[config.mk]
export PLATFORM = sky130hd
export DESIGN_NAME = complete_top
export DESIGN_NICKNAME = d
export VERILOG_FILES = /design/src/rtl/complete_pkg.sv /design/src/rtl/complete_lcd_byte_writer.sv /design/src/rtl/complete_top.sv
export SDC_FILE = /design/constraint.sdc
export NUM_CORES = 1
export LEC_CHECK = 0
export BUFFER_PORTS_ARGS = -buffer_cell sky130_fd_sc_hd__buf_2
export CAP_MARGIN = 20
export CORE_MARGIN = 2
export CORE_UTILIZATION = 25
export DETAILED_ROUTE_END_ITERATION = 8
export SYNTH_ARGS = -nofsm -noshare
export SYNTH_HDL_FRONTEND = slang
export SYNTH_SLANG_ARGS = --single-unit
export TNS_END_PERCENT = 5
[constraint.sdc]
create_clock -name hwclk -period 2.5 [get_ports hwclk]
set_input_delay 0.125 -clock hwclk [delete_from_list [all_inputs] [get_ports hwclk]]
set_output_delay 0.125 -clock hwclk [all_outputs]
set_load 0.02 [all_outputs]
[src/rtl/complete_pkg.sv]
// Shared constants for the TFT cursor painter:
// panel commands, RGB565 palette, grid geometry and sequencer states.
package complete_pkg;

   localparam logic [7:0] CMD_SWRESET = 8'h01;
   localparam logic [7:0] CMD_SLPOUT  = 8'h11;
   localparam logic [7:0] CMD_COLMOD  = 8'h3A;
   localparam logic [7:0] CMD_MADCTL  = 8'h36;
   localparam logic [7:0] CMD_DISPON  = 8'h29;
   localparam logic [7:0] CMD_CASET   = 8'h2A;
   localparam logic [7:0] CMD_PASET   = 8'h2B;
   localparam logic [7:0] CMD_RAMWR   = 8'h2C;

   localparam logic [7:0] COLMOD_565 = 8'h55;
   localparam logic [7:0] MADCTL_DEF = 8'h00;

   localparam int GRID_X = 24;
   localparam int GRID_Y = 32;

   localparam logic [4:0] X_MAX = 5'd23;
   localparam logic [4:0] Y_MAX = 5'd31;
   localparam logic [4:0] X_CTR = 5'd12;
   localparam logic [4:0] Y_CTR = 5'd16;

   // Button bit positions, highest service priority first
   localparam int B_KEY   = 5;
   localparam int B_MODE  = 4;
   localparam int B_UP    = 3;
   localparam int B_DOWN  = 2;
   localparam int B_LEFT  = 1;
   localparam int B_RIGHT = 0;

   // Bytes before the pixel stream: 2A+4, 2B+4, 2C
   localparam logic [3:0] HDR_LEN = 4'd11;

   typedef enum logic [3:0] {
      S_WAIT_PWR,
      S_SWRESET,
      S_WAIT_RST,
      S_SLPOUT,
      S_WAIT_SLP,
      S_COLMOD,
      S_MADCTL,
      S_DISPON,
      S_CLEAR,
      S_IDLE,
      S_DRAW
   } state_t;

   function automatic logic [15:0] palette(input logic [2:0] idx);
      logic [15:0] c;
      case (idx)
         3'd0: c = 16'h0000;
         3'd1: c = 16'hF800;
         3'd2: c = 16'h07E0;
         3'd3: c = 16'h001F;
         3'd4: c = 16'hFFE0;
         3'd5: c = 16'h07FF;
         3'd6: c = 16'hF81F;
         3'd7: c = 16'hFFFF;
      endcase
      return c;
   endfunction

endpackage

[src/rtl/complete_lcd_byte_writer.sv]
// 8080-style write-only byte strobe for the TFT bus.
// A byte takes two cycles: wr low with data, then wr high with data held.
module lcd_byte_writer (
   input  logic       clk,
   input  logic       rst_n,
   input  logic       start,
   input  logic       is_data,
   input  logic [7:0] data,
   output logic       busy,
   output logic       dcx,
   output logic       wr,
   output logic [7:0] D
);

   logic phase;

   // Launch a byte with wr low, release wr next cycle; bus holds when idle
   always_ff @(posedge clk or negedge rst_n) begin
      if (!rst_n) begin
         phase <= 1'b0;
         wr    <= 1'b1;
         dcx   <= 1'b1;
         D     <= 8'h00;
      end else if (phase) begin
         phase <= 1'b0;
         wr    <= 1'b1;
      end else if (start) begin
         phase <= 1'b1;
         wr    <= 1'b0;
         dcx   <= is_data;
         D     <= data;
      end
   end

   assign busy = phase;

endmodule

[src/rtl/complete_top.sv]
// Image generator top: panel init, full clear, then a button-driven
// block cursor that paints one cell per move in the current colour.
module complete_top
   import complete_pkg::*;
#(
   parameter int DELAY_CYCLES = 10000,
   parameter int CELL         = 10
) (
   input  logic       hwclk,
   input  logic       nrst,
   input  logic       left,
   input  logic       right,
   input  logic       up,
   input  logic       down,
   input  logic       mode_pb,
   input  logic       KeyEnc,
   output logic       dcx,
   output logic       wr,
   output logic [7:0] D
);

   localparam int W  = GRID_X * CELL;
   localparam int H  = GRID_Y * CELL;
   localparam int CW = 20;

   localparam logic [CW-1:0] DLY_LAST  = CW'(DELAY_CYCLES - 1);
   localparam logic [CW-1:0] CLR_LAST  = CW'(2 * W * H - 1);
   localparam logic [CW-1:0] CELL_LAST = CW'(2 * CELL * CELL - 1);
   localparam logic [15:0]   X_END     = 16'(W - 1);
   localparam logic [15:0]   Y_END     = 16'(H - 1);

   state_t        state, state_n, nxt;
   logic [3:0]    idx;
   logic [CW-1:0] cnt;
   logic [4:0]    cx, cy;
   logic [2:0]    colour;
   logic [5:0]    raw, s1, s2, s3;
   logic [5:0]    press, pend, serve;
   logic          start, busy, send, waiting, last;
   logic          tx_data, win_data;
   logic [7:0]    tx_byte, win_byte;
   logic [15:0]   xs, xe, ys, ye, pix;
   logic [CW-1:0] pix_last;

   assign raw   = {KeyEnc, mode_pb, up, down, left, right};
   assign press = s2 & ~s3;

   // Window bounds and pixel colour for a clear or a cell draw
   always_comb begin
      xs       = 16'h0000;
      xe       = X_END;
      ys       = 16'h0000;
      ye       = Y_END;
      pix      = 16'h0000;
      pix_last = CLR_LAST;
      if (state != S_CLEAR) begin
         xs       = 16'(cx) * 16'(CELL);
         xe       = xs + 16'(CELL - 1);
         ys       = 16'(cy) * 16'(CELL);
         ye       = ys + 16'(CELL - 1);
         pix      = palette(colour);
         pix_last = CELL_LAST;
      end
   end

   // Byte at the current window-write position
   always_comb begin
      win_data = 1'b1;
      win_byte = 8'h00;
      unique case (idx)
         4'd0: begin
            win_byte = CMD_CASET;
            win_data = 1'b0;
         end
         4'd1: win_byte = xs[15:8];
         4'd2: win_byte = xs[7:0];
         4'd3: win_byte = xe[15:8];
         4'd4: win_byte = xe[7:0];
         4'd5: begin
            win_byte = CMD_PASET;
            win_data = 1'b0;
         end
         4'd6: win_byte = ys[15:8];
         4'd7: win_byte = ys[7:0];
         4'd8: win_byte = ye[15:8];
         4'd9: win_byte = ye[7:0];
         4'd10: begin
            win_byte = CMD_RAMWR;
            win_data = 1'b0;
         end
         default: win_byte = cnt[0] ? pix[7:0] : pix[15:8];
      endcase
   end

   // Sequencer next state, byte to send and pending-flag service
   always_comb begin
      state_n = state;
      nxt     = state;
      send    = 1'b0;
      waiting = 1'b0;
      last    = 1'b1;
      tx_byte = 8'h00;
      tx_data = 1'b0;
      serve   = '0;
      start   = 1'b0;
      unique case (state)
         S_WAIT_PWR: begin
            waiting = 1'b1;
            nxt     = S_SWRESET;
         end
         S_SWRESET: begin
            send    = 1'b1;
            tx_byte = CMD_SWRESET;
            nxt     = S_WAIT_RST;
         end
         S_WAIT_RST: begin
            waiting = 1'b1;
            nxt     = S_SLPOUT;
         end
         S_SLPOUT: begin
            send    = 1'b1;
            tx_byte = CMD_SLPOUT;
            nxt     = S_WAIT_SLP;
         end
         S_WAIT_SLP: begin
            waiting = 1'b1;
            nxt     = S_COLMOD;
         end
         S_COLMOD: begin
            send    = 1'b1;
            tx_data = idx[0];
            tx_byte = idx[0] ? COLMOD_565 : CMD_COLMOD;
            last    = idx[0];
            nxt     = S_MADCTL;
         end
         S_MADCTL: begin
            send    = 1'b1;
            tx_data = idx[0];
            tx_byte = idx[0] ? MADCTL_DEF : CMD_MADCTL;
            last    = idx[0];
            nxt     = S_DISPON;
         end
         S_DISPON: begin
            send    = 1'b1;
            tx_byte = CMD_DISPON;
            nxt     = S_CLEAR;
         end
         S_CLEAR, S_DRAW: begin
            send    = 1'b1;
            tx_byte = win_byte;
            tx_data = win_data;
            last    = (idx == HDR_LEN) && (cnt == pix_last);
            nxt     = (state == S_CLEAR) ? S_DRAW : S_IDLE;
         end
         S_IDLE: begin
            if (pend[B_KEY]) begin
               serve[B_KEY] = 1'b1;
               state_n      = S_CLEAR;
            end else if (pend[B_MODE]) begin
               serve[B_MODE] = 1'b1;
               state_n       = S_DRAW;
            end else if (pend[B_UP]) begin
               serve[B_UP] = 1'b1;
               state_n     = S_DRAW;
            end else if (pend[B_DOWN]) begin
               serve[B_DOWN] = 1'b1;
               state_n       = S_DRAW;
            end else if (pend[B_LEFT]) begin
               serve[B_LEFT] = 1'b1;
               state_n       = S_DRAW;
            end else if (pend[B_RIGHT]) begin
               serve[B_RIGHT] = 1'b1;
               state_n        = S_DRAW;
            end
         end
         default: state_n = S_WAIT_PWR;
      endcase
      start = send & ~busy;
      if (waiting && cnt == DLY_LAST) begin
         state_n = nxt;
      end
      if (start && last) begin
         state_n = nxt;
      end
   end

   // Sequencer state register
   always_ff @(posedge hwclk or negedge nrst) begin
      if (!nrst) begin
         state <= S_WAIT_PWR;
      end else begin
         state <= state_n;
      end
   end

   // Delay / pixel-byte counter and header index, cleared per state
   always_ff @(posedge hwclk or negedge nrst) begin
      if (!nrst) begin
         idx <= '0;
         cnt <= '0;
      end else if (state_n != state) begin
         idx <= '0;
         cnt <= '0;
      end else if (waiting) begin
         cnt <= cnt + CW'(1);
      end else if (start) begin
         if (idx == HDR_LEN) begin
            cnt <= cnt + CW'(1);
         end else begin
            idx <= idx + 4'd1;
         end
      end
   end

   // Two-flop synchroniser plus one stage for rising-edge detect
   always_ff @(posedge hwclk or negedge nrst) begin
      if (!nrst) begin
         s1 <= '0;
         s2 <= '0;
         s3 <= '0;
      end else begin
         s1 <= raw;
         s2 <= s1;
         s3 <= s2;
      end
   end

   // Pending presses; a fresh press wins over a same-cycle service
   always_ff @(posedge hwclk or negedge nrst) begin
      if (!nrst) begin
         pend <= '0;
      end else begin
         pend <= (pend & ~serve) | press;
      end
   end

   // Cursor position and paint colour, updated by the served button
   always_ff @(posedge hwclk or negedge nrst) begin
      if (!nrst) begin
         cx     <= X_CTR;
         cy     <= Y_CTR;
         colour <= 3'd7;
      end else begin
         unique case (1'b1)
            serve[B_KEY]: begin
               cx <= X_CTR;
               cy <= Y_CTR;
            end
            serve[B_MODE]: colour <= colour + 3'd1;
            serve[B_UP]: begin
               if (cy != 5'd0) cy <= cy - 5'd1;
            end
            serve[B_DOWN]: begin
               if (cy != Y_MAX) cy <= cy + 5'd1;
            end
            serve[B_LEFT]: begin
               if (cx != 5'd0) cx <= cx - 5'd1;
            end
            serve[B_RIGHT]: begin
               if (cx != X_MAX) cx <= cx + 5'd1;
            end
            default: ;
         endcase
      end
   end

   lcd_byte_writer u_writer (
      .clk    (hwclk),
      .rst_n  (nrst),
      .start  (start),
      .is_data(tx_data),
      .data   (tx_byte),
      .busy   (busy),
      .dcx    (dcx),
      .wr     (wr),
      .D      (D)
   );

endmodule

# == Yosys cells after proc, flatten, opt, wreduce, memory -nomap -nowiden ==
# Memories as Yosys holds them, arrays and structs flattened.
# Cells that the tools add are included.
# op_classes
n_reduce_logical,24
mux,57
magnitude_cmp,0
bitwise_logic,7
mul,2
n_div,0
n_shift,0
n_eq_ne,33
add_sub_neg,9
# op_table
op,n
$pmux 8 s11,1
$mux 20,4
$mux 4,13
$pmux 8 s6,1
$pmux 4 s9,1
$eq 4x3->1 const B,8
$pmux 5 s3,2
$eq 4x4->1 const B,7
$mux 5,5
$add 20x1->20 const B,1
$add 9x4->10 const B,2
$eq 20x14->1 const B,1
$eq 20x20->1,1
$mux 10,2
$mux 18,1
$mux 9,2
$eq 4x2->1 const B,4
$mul 5x3->8 const B,2
$mux 16,1
$mux 1,14
$and 6x6->6,2
$mux 6,2
$ne 2x1->1 const B,6
$not 6->6,2
28 further kinds,47
# totals
romBits,128
input_bits,8
ff_bits,76
ramBits,0
latch_bits,0
word_cells,147
memories,1
# mem_list
name,words,width,rd,rd_clocked_by_memory_dff,wr,line,rtl
(name not given),8,16,1,0,0,complete_pkg.sv:52,case (idx)

# == Depth between registers and ports, before layout ==
# Gate-level depths: netlist of the first run.
# logic_depth
ltp_word,12
ltp_mapped,12
depth_no_buf,11

# == Hierarchy ==
# A second synthesis of the first run with hierarchy kept.
# unflattened
hier_cells,535
area_unflattened_um2,5041.1
# modules_own_cells
module,n_inst,cells_each,area_per_inst_um2,seq_area_each_um2
complete_top,1,511,4581.9,1634.1
lcd_byte_writer,1,24,459.2,277.8

# == Worst setup path after synthesis of the first run ==
# Ideal clock, no wire load.
# synth_timing
kind,register -> register
startpoint,register cy[1]
endpoint,register u_writer.D[6]
path_stages_with_launch,10
slack_ns,-0.042
setup_time_ns,0.126
t_arrival_ns,2.416
n_path_buf,0
period_less_slack_ns,2.542
cell_sequence,dfrtp_1 > ha_1 > ha_1 > fa_1 > and3_1 > o21ai_0 > a21oi_1 > o22ai_1 > o31a_1 > o32a_1
# synth_via
elab_chain_len,5
word_cells_on_any_way,6
classes_between,add/sub: 1; mul: 1; mux: 4
# synth_rtl
item,line,rtl
"start, declared",complete_top.sv:35,"logic [4:0] cx, cy;"
"start signal, assigned",complete_top.sv:251,if (cy != 5'd0) cy <= cy - 5'd1;
"start signal, assigned",complete_top.sv:254,if (cy != Y_MAX) cy <= cy + 5'd1;
$mul 5x3->8 (*),complete_top.sv:59,ys = 16'(cy) * 16'(CELL);
$add 9x4->10,complete_top.sv:60,ye = ys + 16'(CELL - 1);
$mux 10,complete_top.sv:56,if (state != S_CLEAR) begin
$pmux 8 s11 (*),complete_top.sv:70,unique case (idx)
$pmux 8 s6 (*),complete_top.sv:106,unique case (state)
"end signal, assigned",complete_lcd_byte_writer.sv:31,D <= data;
"end, declared",complete_lcd_byte_writer.sv:12,output logic [7:0] D
# Mark *: on every way between the ends. The rest lies on a longest branch, timed or not.
# A chain may end at the register's enable or synchronous reset.

# == Worst setup path after layout of the first run ==
# layout_timing
startpoint,register cx[2]
endpoint,register u_writer.D[6]
# layout_via
elab_chain_len,5
word_cells_on_any_way,6
classes_between,add/sub: 1; mul: 1; mux: 4
# layout_rtl
item,line,rtl
"start, declared",complete_top.sv:35,
"start signal, assigned",complete_top.sv:257,if (cx != 5'd0) cx <= cx - 5'd1;
"start signal, assigned",complete_top.sv:260,if (cx != X_MAX) cx <= cx + 5'd1;
$mul 5x3->8 (*),complete_top.sv:57,xs = 16'(cx) * 16'(CELL);
$add 9x4->10,complete_top.sv:58,xe = xs + 16'(CELL - 1);
$mux 10,complete_top.sv:56,
$pmux 8 s11 (*),complete_top.sv:70,
$pmux 8 s6 (*),complete_top.sv:106,
# Marks and branches as above.

==> summary.txt, run 1 <==
Outcome
  • Outcome: finished with violations
  • Failing checks: setup timing

Critical path
  • CP Launch Type: flop
  • Crit-path slowest cell: dfstp_2
  • Flop2flop setup slack: -0.03 ns
  • Reg2reg start: cx[2]
  • Type of the worst setup path: flop to flop
  • CP Max Fanout: 3
  • Crit path buffers/inverters: 2
  • CP top delay family: adder cells
  • Worst Setup SP: cx[2]
  • CP max stage delay: 0.57 ns
  • WP data required: 2.73 ns
  • Cells along the critical path: ha_4 > ha_4 > inv_2 > fa_2 > nand3b_1 > buf_4 > nand2b_1 > a21oi_1 > o31a_1 > o32a_1
  • Most used cell, CP: ha_4
  • WP data arrival: 2.77 ns
  • R2R Path End: u_writer.D[6]
  • Critical path endpoint category: flop
  • R2r worst-path depth: 10

Layout
  • Layout cells sized above 1: 18.2%
  • Diodes inserted: 0
  • Area growth syn-to-layout: 22.4%
  • Fin util: 30.9%
  • Fill count: 2058
  • Final net count: 632
  • Final Non-Filler Cells: 859

Route
  • Residual DRC: 0
  • DRT iter0 DRCs: 332
  • Via count: 4073
  • Final ANT Viol Nets: 0
  • 1st-pass router iterations: 5
  • Routed wire length: 11600 µm
  • Wirelength per Cell: 13.5 µm
  • Vias per inst: 4.74

Die
  • Die area: 20600 µm²
  • Core area: 19300 µm²
  • Die width: 144 µm
  • Row Count: 51
  • Die H: 144 µm
  • IO Pins: 18
  • Starting Density: 25.2%

Global route
  • Pin count of the biggest net entering global routing: 77
  • Initial antenna violation count: 0
  • Total track usage: 11.9%
  • Vias in the first global route: 3843
  • First-pass GRT wire length: 19400 µm
  • Total gr overflow: 0

CTS
  • Total CTS buffers: 9
  • Root buffer cell: clkbuf_16
  • Clk pin slew, worst setup/hold paths: 0.07 ns
  • Clock sink count: 76
  • CTS tree: yes
  • H-tree levels: 3
  • Worst-Skew Late Latency: 0.35 ns
  • CTS Buffer Depth: 2

Placement
  • Inst Count DP: 835
  • Final GP Congestion: 0.900
  • Detailed Place HPWL: 8270 µm
  • Port-buffer cells: 17
  • DP Worst Slack: -0.0711 ns

Logic synthesis
  • Netlist Area Pre-Place: 4870 µm²
  • Combinational family with the most area after synthesis: simple AND/OR/NAND/NOR gates
  • Synth Area per Inst: 9.04 µm²
  • Asr flop ratio synth: 100%
  • Simple-Gate Fraction of Synth Area: 23.1%
  • Post-synthesis mux area share: 0.849%
  • Adder-cell area share of the yosys netlist: 9.62%
  • Seq/Total Area, Yosys: 39.3%
  • FF+latch count, synth: 76
  • Post-synth EDFFs: 0
  • Post-synthesis xor/xnor area fraction: 5.94%
  • Compound-Gate Fraction of Synth Area: 16.9%
  • Post-Syn Instances: 538
  • Distinct cell type count after synthesis: 69
  • Synth Net Count: 581
  • Main synth FF type: dfrtp_1
  • Yosys warns: 0

Power and ir drop
  • Pwr dens: 424 nW/µm²
  • Peak supply drop: 0.310 mV
  • Pleak: 2.54 nW

Timing
  • Worst-margin pin slew: 0.487 ns
  • Setup ws final: -0.0331 ns
  • Final Cycle Share: 101%
  • Count of final setup violators: 1
  • RSZ-0062 raised after global routing: yes
  • Setup Skew: 0.0111 ns
  • Final Max Tran Viols: 0
  • Minimum clock period after layout: 2.53 ns
  • Rel. slew slack: 67.2%
  • Hold Slack: 0.250 ns
  • F_max: 395 MHz
  • Fin. Hold Viols: 0

Worst hold path
  • Hold crit path type: primary input to asynchronous set/reset pin

Run
  • Maxcap violations: 0
layout make-up:
type | count | area [µm²] | share of cell area, %
Clock buffer | 10 | 229 | 3.84
Clock inverter | 6 | 48.8 | 0.819
Inverter | 28 | 105 | 1.76
Multi-Input combinational cell | 412 | 2850 | 47.9
Sequential cell | 76 | 1910 | 32.1
Tap cell | 265 | 332 | 5.56
Timing Repair Buffer | 62 | 479 | 8.04
per-layer routing:
| layer | GRT usage (%) | share of wire (%) | vias up | wire [µm] |
|---|---|---|---|---|
| met2 | 17.8 | 44 | 102 | 5130 |
| met3 | 3.27 | 5.2 | 14 | 607 |
| met1 | 16.9 | 49 | 1934 | 5720 |
| met5 | 0 | 0 | - | 0 |
| met4 | 3.10 | 1.2 | 0 | 137 |
| li1 | - | - | 2023 | - |
repair_timing:
action,in CTS,in global routing
setup buffers,0,0
gates cloned,0,0
hold buffers,7,0
setup endpoints to repair,3,8
pin swaps,1,5
gates resized for setup,6,18
endpoints found under the hold margin,59,0
report_power, final:
group          switching, mW  internal (mW)  leakage [nW]
clock network          0.549          0.681         0.126
logic                 0.0275         0.0164          1.47
registers            0.00470           1.25         0.945
stage by stage:
step / instance area, µm² / setup TNS (ns) / power, mW
floorplan: 4870 / -0.0753 / 1.27
global placement: 5470 / -0.0297 / 1.31
detailed placement: 5470 / -0.146 / 1.31
CTS: 5840 / -0.0569 / 2.57
global route: 5960 / -0.232 / 2.63
finish: 5960 / -0.0331 / 2.52
cell families after synthesis:
group / count (synthesis)
and+or+nand+nor: 212
AOI/OAI and AO/OA: 128
muxes: 4
buffers and inverters: 50
adders and majority gates: 35
DFF: 76
xor gates and xnor gates: 33
cell usage after synthesis (6+ instances only):
master,count,share of area (%)
dfrtp_1,68,35
nor2_1,60,4.6
nand2_1,46,3.5
a21oi_1,35,3.6
ha_1,31,8.0
o21ai_0,29,3.0
inv_1,27,2.1
nand3_1,18,1.9
xor2_1,18,3.2
xnor2_1,15,2.7
clkbuf_1,12,0.93
nand4_1,12,1.5
a31oi_1,9,1.2
nand2b_1,9,1.2
nor3_1,9,0.93
dfstp_2,8,4.3
nor2b_1,8,1.0
nor4_1,8,1.0
a21o_1,7,1.1
buf_2,7,0.72
nand3b_1,7,1.1
o22ai_1,6,0.77
flip-flops by register name (all words and copies together) (netlist names):
signal and count:
u_writer.D 8, s2 6, idx 4, cnt 20, u_writer.dcx 1, s1 6, cy 5, pend 6
u_writer.wr 1, s3 6, cx 5, state 4, colour 3, u_writer.busy 1
cell usage in the layout, fill, tap and decap left out, drive strengths merged, types with 9 or more instances in the layout:
cell     n
o21ai   29
nor2    60
nor3     9
nand2b   9
xor2    18
nor4     9
ha      31
clkbuf  10
a21oi   36
nand3   19
xnor2   15
dfrtp   68
a31oi    9
inv     30
nand2   46
nand4   12
buf     55
worst max-delay path by stage:
stage,endpoint,slack (ns),depth (start not counted)
after floorplan,u_writer.D[6],-0.04,9
after global placement,u_writer.D[6],-0.02,9
after detailed placement,u_writer.D[6],-0.07,9
after CTS,u_writer.D[6],-0.04,9
after global routing,u_writer.D[6],-0.16,9
final,u_writer.D[6],-0.03,10
Power figures use the tool's default switching activity.
==> run 2, diff against run 1 <==
- CELL_PAD_IN_SITES_DETAIL_PLACEMENT: not set -> 1
- CELL_PAD_IN_SITES_GLOBAL_PLACEMENT: not set -> 2
- PLACE_DENSITY_LB_ADDON: not set -> 0.1
==> run 2 against run 1 <==
The run still ends with setup timing left. First-iteration DRC count decreased by 65%. Sequential power about the same. Clock power increased by 11%.
==> summary.txt, run 2 (same netlist as run 1, synthesis figures left out) <==
Layout
  • Fill count: 2259 (was 2058)
  • Most frequent cells in the layout: dfrtp_1 (68), buf_4 (63), nor2_1 (59), nand2_1 (46), a21oi_1 (33) (was dfrtp_1 (68), nor2_1 (60), nand2_1 (46), buf_4 (36), a21oi_1 (34))
  • Layout cells sized above 1: 22.5% (was 18.2%)
  • Diodes inserted: 0 (unchanged)
  • Final net count: 660 (was 632)
  • Area growth syn-to-layout: 27.4% (was 22.4%)
  • Max reg flops: 20 (unchanged)
  • Commonest non-fill, non-tap cell in the layout: dfrtp_1 (unchanged)
  • Biggest regs: cnt: 20 flops, u_writer.D: 8 flops (unchanged)
  • Largest register by flop count: cnt (unchanged)
  • Final Non-Filler Cells: 887 (was 859)

Die
  • Die H: 144 µm (unchanged)
  • Core area: 19300 µm² (unchanged)
  • Die width: 144 µm (unchanged)
  • IO Pins: 18 (unchanged)
  • Die area: 20600 µm² (unchanged)
  • Row Count: 51 (unchanged)
  • Starting Density: 25.2% (unchanged)

Timing
  • Setup ws final: -0.0860 ns (was -0.0331 ns)
  • Setup Skew: 0.00663 ns (was 0.0111 ns)
  • RSZ-0062 raised after global routing: yes (unchanged)
  • Hold Slack: 0.342 ns (was 0.250 ns)
  • Final Max Tran Viols: 0 (unchanged)
  • Count of final setup violators: 3 (was 1)
  • Worst-margin pin slew: 0.631 ns (was 0.487 ns)
  • Fin. Hold Viols: 0 (unchanged)
  • F_max: 387 MHz (was 395 MHz)
  • Rel. slew slack: 58.0% (was 67.2%)
  • Minimum clock period after layout: 2.59 ns (was 2.53 ns)
  • Final Cycle Share: 103% (was 101%)

Global route
  • Vias in the first global route: 4550 (was 3843)
  • Pin count of the biggest net entering global routing: 44 (was 77)
  • Initial antenna violation count: 0 (unchanged)
  • Total gr overflow: 0 (unchanged)
  • First-pass GRT wire length: 24400 µm (was 19400 µm)
  • Total track usage: 15.2% (was 11.9%)

Critical path
  • WP data required: 2.72 ns (was 2.73 ns)
  • R2r worst-path depth: 9 (was 10)
  • CP Max Fanout: 3 (unchanged)
  • Flop2flop setup slack: -0.09 ns (was -0.03 ns)
  • R2R Path End: u_writer.D[6] (unchanged)
  • Setup crit end: u_writer.D[6] (unchanged)
  • Reg2reg start: cx[3] (was cx[2])
  • Critical path endpoint category: flop (unchanged)
  • Worst Setup SP: cx[3] (was cx[2])
  • CP Launch Type: flop (unchanged)
  • WP data arrival: 2.81 ns (was 2.77 ns)
  • Type of the worst setup path: flop to flop (unchanged)

Placement
  • Detailed Place HPWL: 11300 µm (was 8270 µm)
  • Inst Count DP: 863 (was 835)
  • Port-buffer cells: 17 (unchanged)
  • Final GP Congestion: 0.753 (was 0.900)

CTS
  • CTS tree: yes (unchanged)
  • Root buffer cell: clkbuf_16 (unchanged)
  • Clk pin slew, worst setup/hold paths: 0.06 ns (was 0.07 ns)
  • Worst-Skew Late Latency: 0.34 ns (was 0.35 ns)
  • CTS Buffer Depth: 2 (unchanged)
  • Total CTS buffers: 9 (unchanged)
  • Clock sink count: 76 (unchanged)
  • H-tree levels: 3 (unchanged)

Route
  • Final ANT Viol Nets: 0 (unchanged)
  • Routed wire length: 14600 µm (was 11600 µm)
  • Residual DRC: 0 (unchanged)
  • Vias per inst: 4.81 (was 4.74)
  • DRT iter0 DRCs: 117 (was 332)
  • Via count: 4267 (was 4073)
  • 1st-pass router iterations: 4 (was 5)
  • Wirelength per Cell: 16.5 µm (was 13.5 µm)

Worst hold path
  • Hold crit path type: primary input to asynchronous set/reset pin (unchanged)

Power and ir drop
  • Peak supply drop: 0.278 mV (was 0.310 mV)
  • Pleak: 2.71 nW (was 2.54 nW)
  • Pwr dens: 428 nW/µm² (was 424 nW/µm²)

Outcome
  • Failing checks: setup timing (unchanged)
  • Outcome: finished with violations (unchanged)

Run
  • Maxcap violations: 0 (unchanged)
## run 2: cell count changes in the layout (fill, tap and decap cells not counted), moves of 2 or more
| cell | delta |
|---|---|
| clkinvlp_4 | -2 |
| inv_6 | +2 |
| buf_12 | +3 |
| buf_4 | +27 |
## run 2: what timing repair did
item / 4_1_cts / 5_1_grt
endpoints found under the setup margin: 5 / 7
buffers inserted: 0 / 1
hold buffers: 7 / 0
resized for setup: 13 / 10
hold endpoints to repair: 43 / 0
pin swaps: 5 / 2
## run 2: how the worst min path moves through the flow
stage / endpoint / slack, ns / start / cells after the start
global route: s2[5] / 0.36 / s1[5] / 0
detailed placement: cx[4] / 0.20 / nrst / 1
global placement: cx[4] / 0.19 / nrst / 1
floorplan: cnt[0] / -0.17 / nrst / 0
finish: cx[4] / 0.34 / nrst / 2
CTS: s2[1] / 0.35 / s1[1] / 0
## run 2: where the power goes
| part | internal [mW] | total [mW] | switching [mW] |
|---|---|---|---|
| logic | 0.0151 | 0.0440 | 0.0289 |
| registers | 1.24 | 1.25 | 0.00450 |
| clock network | 0.789 | 1.36 | 0.570 |
## run 2: layer usage
layer | track usage [%] | wire (µm)
met2 | 24.9 | 6850
met5 | 0 | 0
met1 | 20.2 | 7090
met4 | 5.01 | 296
met3 | 2.87 | 373
## run 2: critical path, stage by stage (launching register included)
cell and delay, ns:
dfstp_2 0.55, ha_4 0.20, ha_4 0.15, inv_2 0.05
fa_2 0.43, nand3b_1 0.25, a21oi_2 0.20, o22ai_2 0.09
o31a_1 0.25, o32a_1 0.29
## run 2: area by class of cell
class / count / area (µm²) / share of cell area (%)
clock buffer: 9 / 225 / 3.63
multi-input combinational: 412 / 2840 / 45.8
timing repair buffer: 90 / 703 / 11.3
sequential: 76 / 1910 / 30.8
inverter: 28 / 105 / 1.70
tap: 265 / 332 / 5.35
clock inverter: 7 / 81.3 / 1.31
## run 2: metrics by stage
stage                     total power, mW  setup slack (ns)  utilization [%]  instance area [µm²]  TNS, ns
after global routing                 2.76            -0.154             32.2                 6200   -0.573
after floorplan                      1.27           -0.0423                -                 4870  -0.0753
after CTS                            2.71            -0.110             31.9                 6140   -0.217
after global placement               1.31            -0.223             29.7                 5720   -0.428
after detailed placement             1.31            -0.273             29.7                 5720   -0.620
final                                2.65           -0.0860             32.2                 6200   -0.111
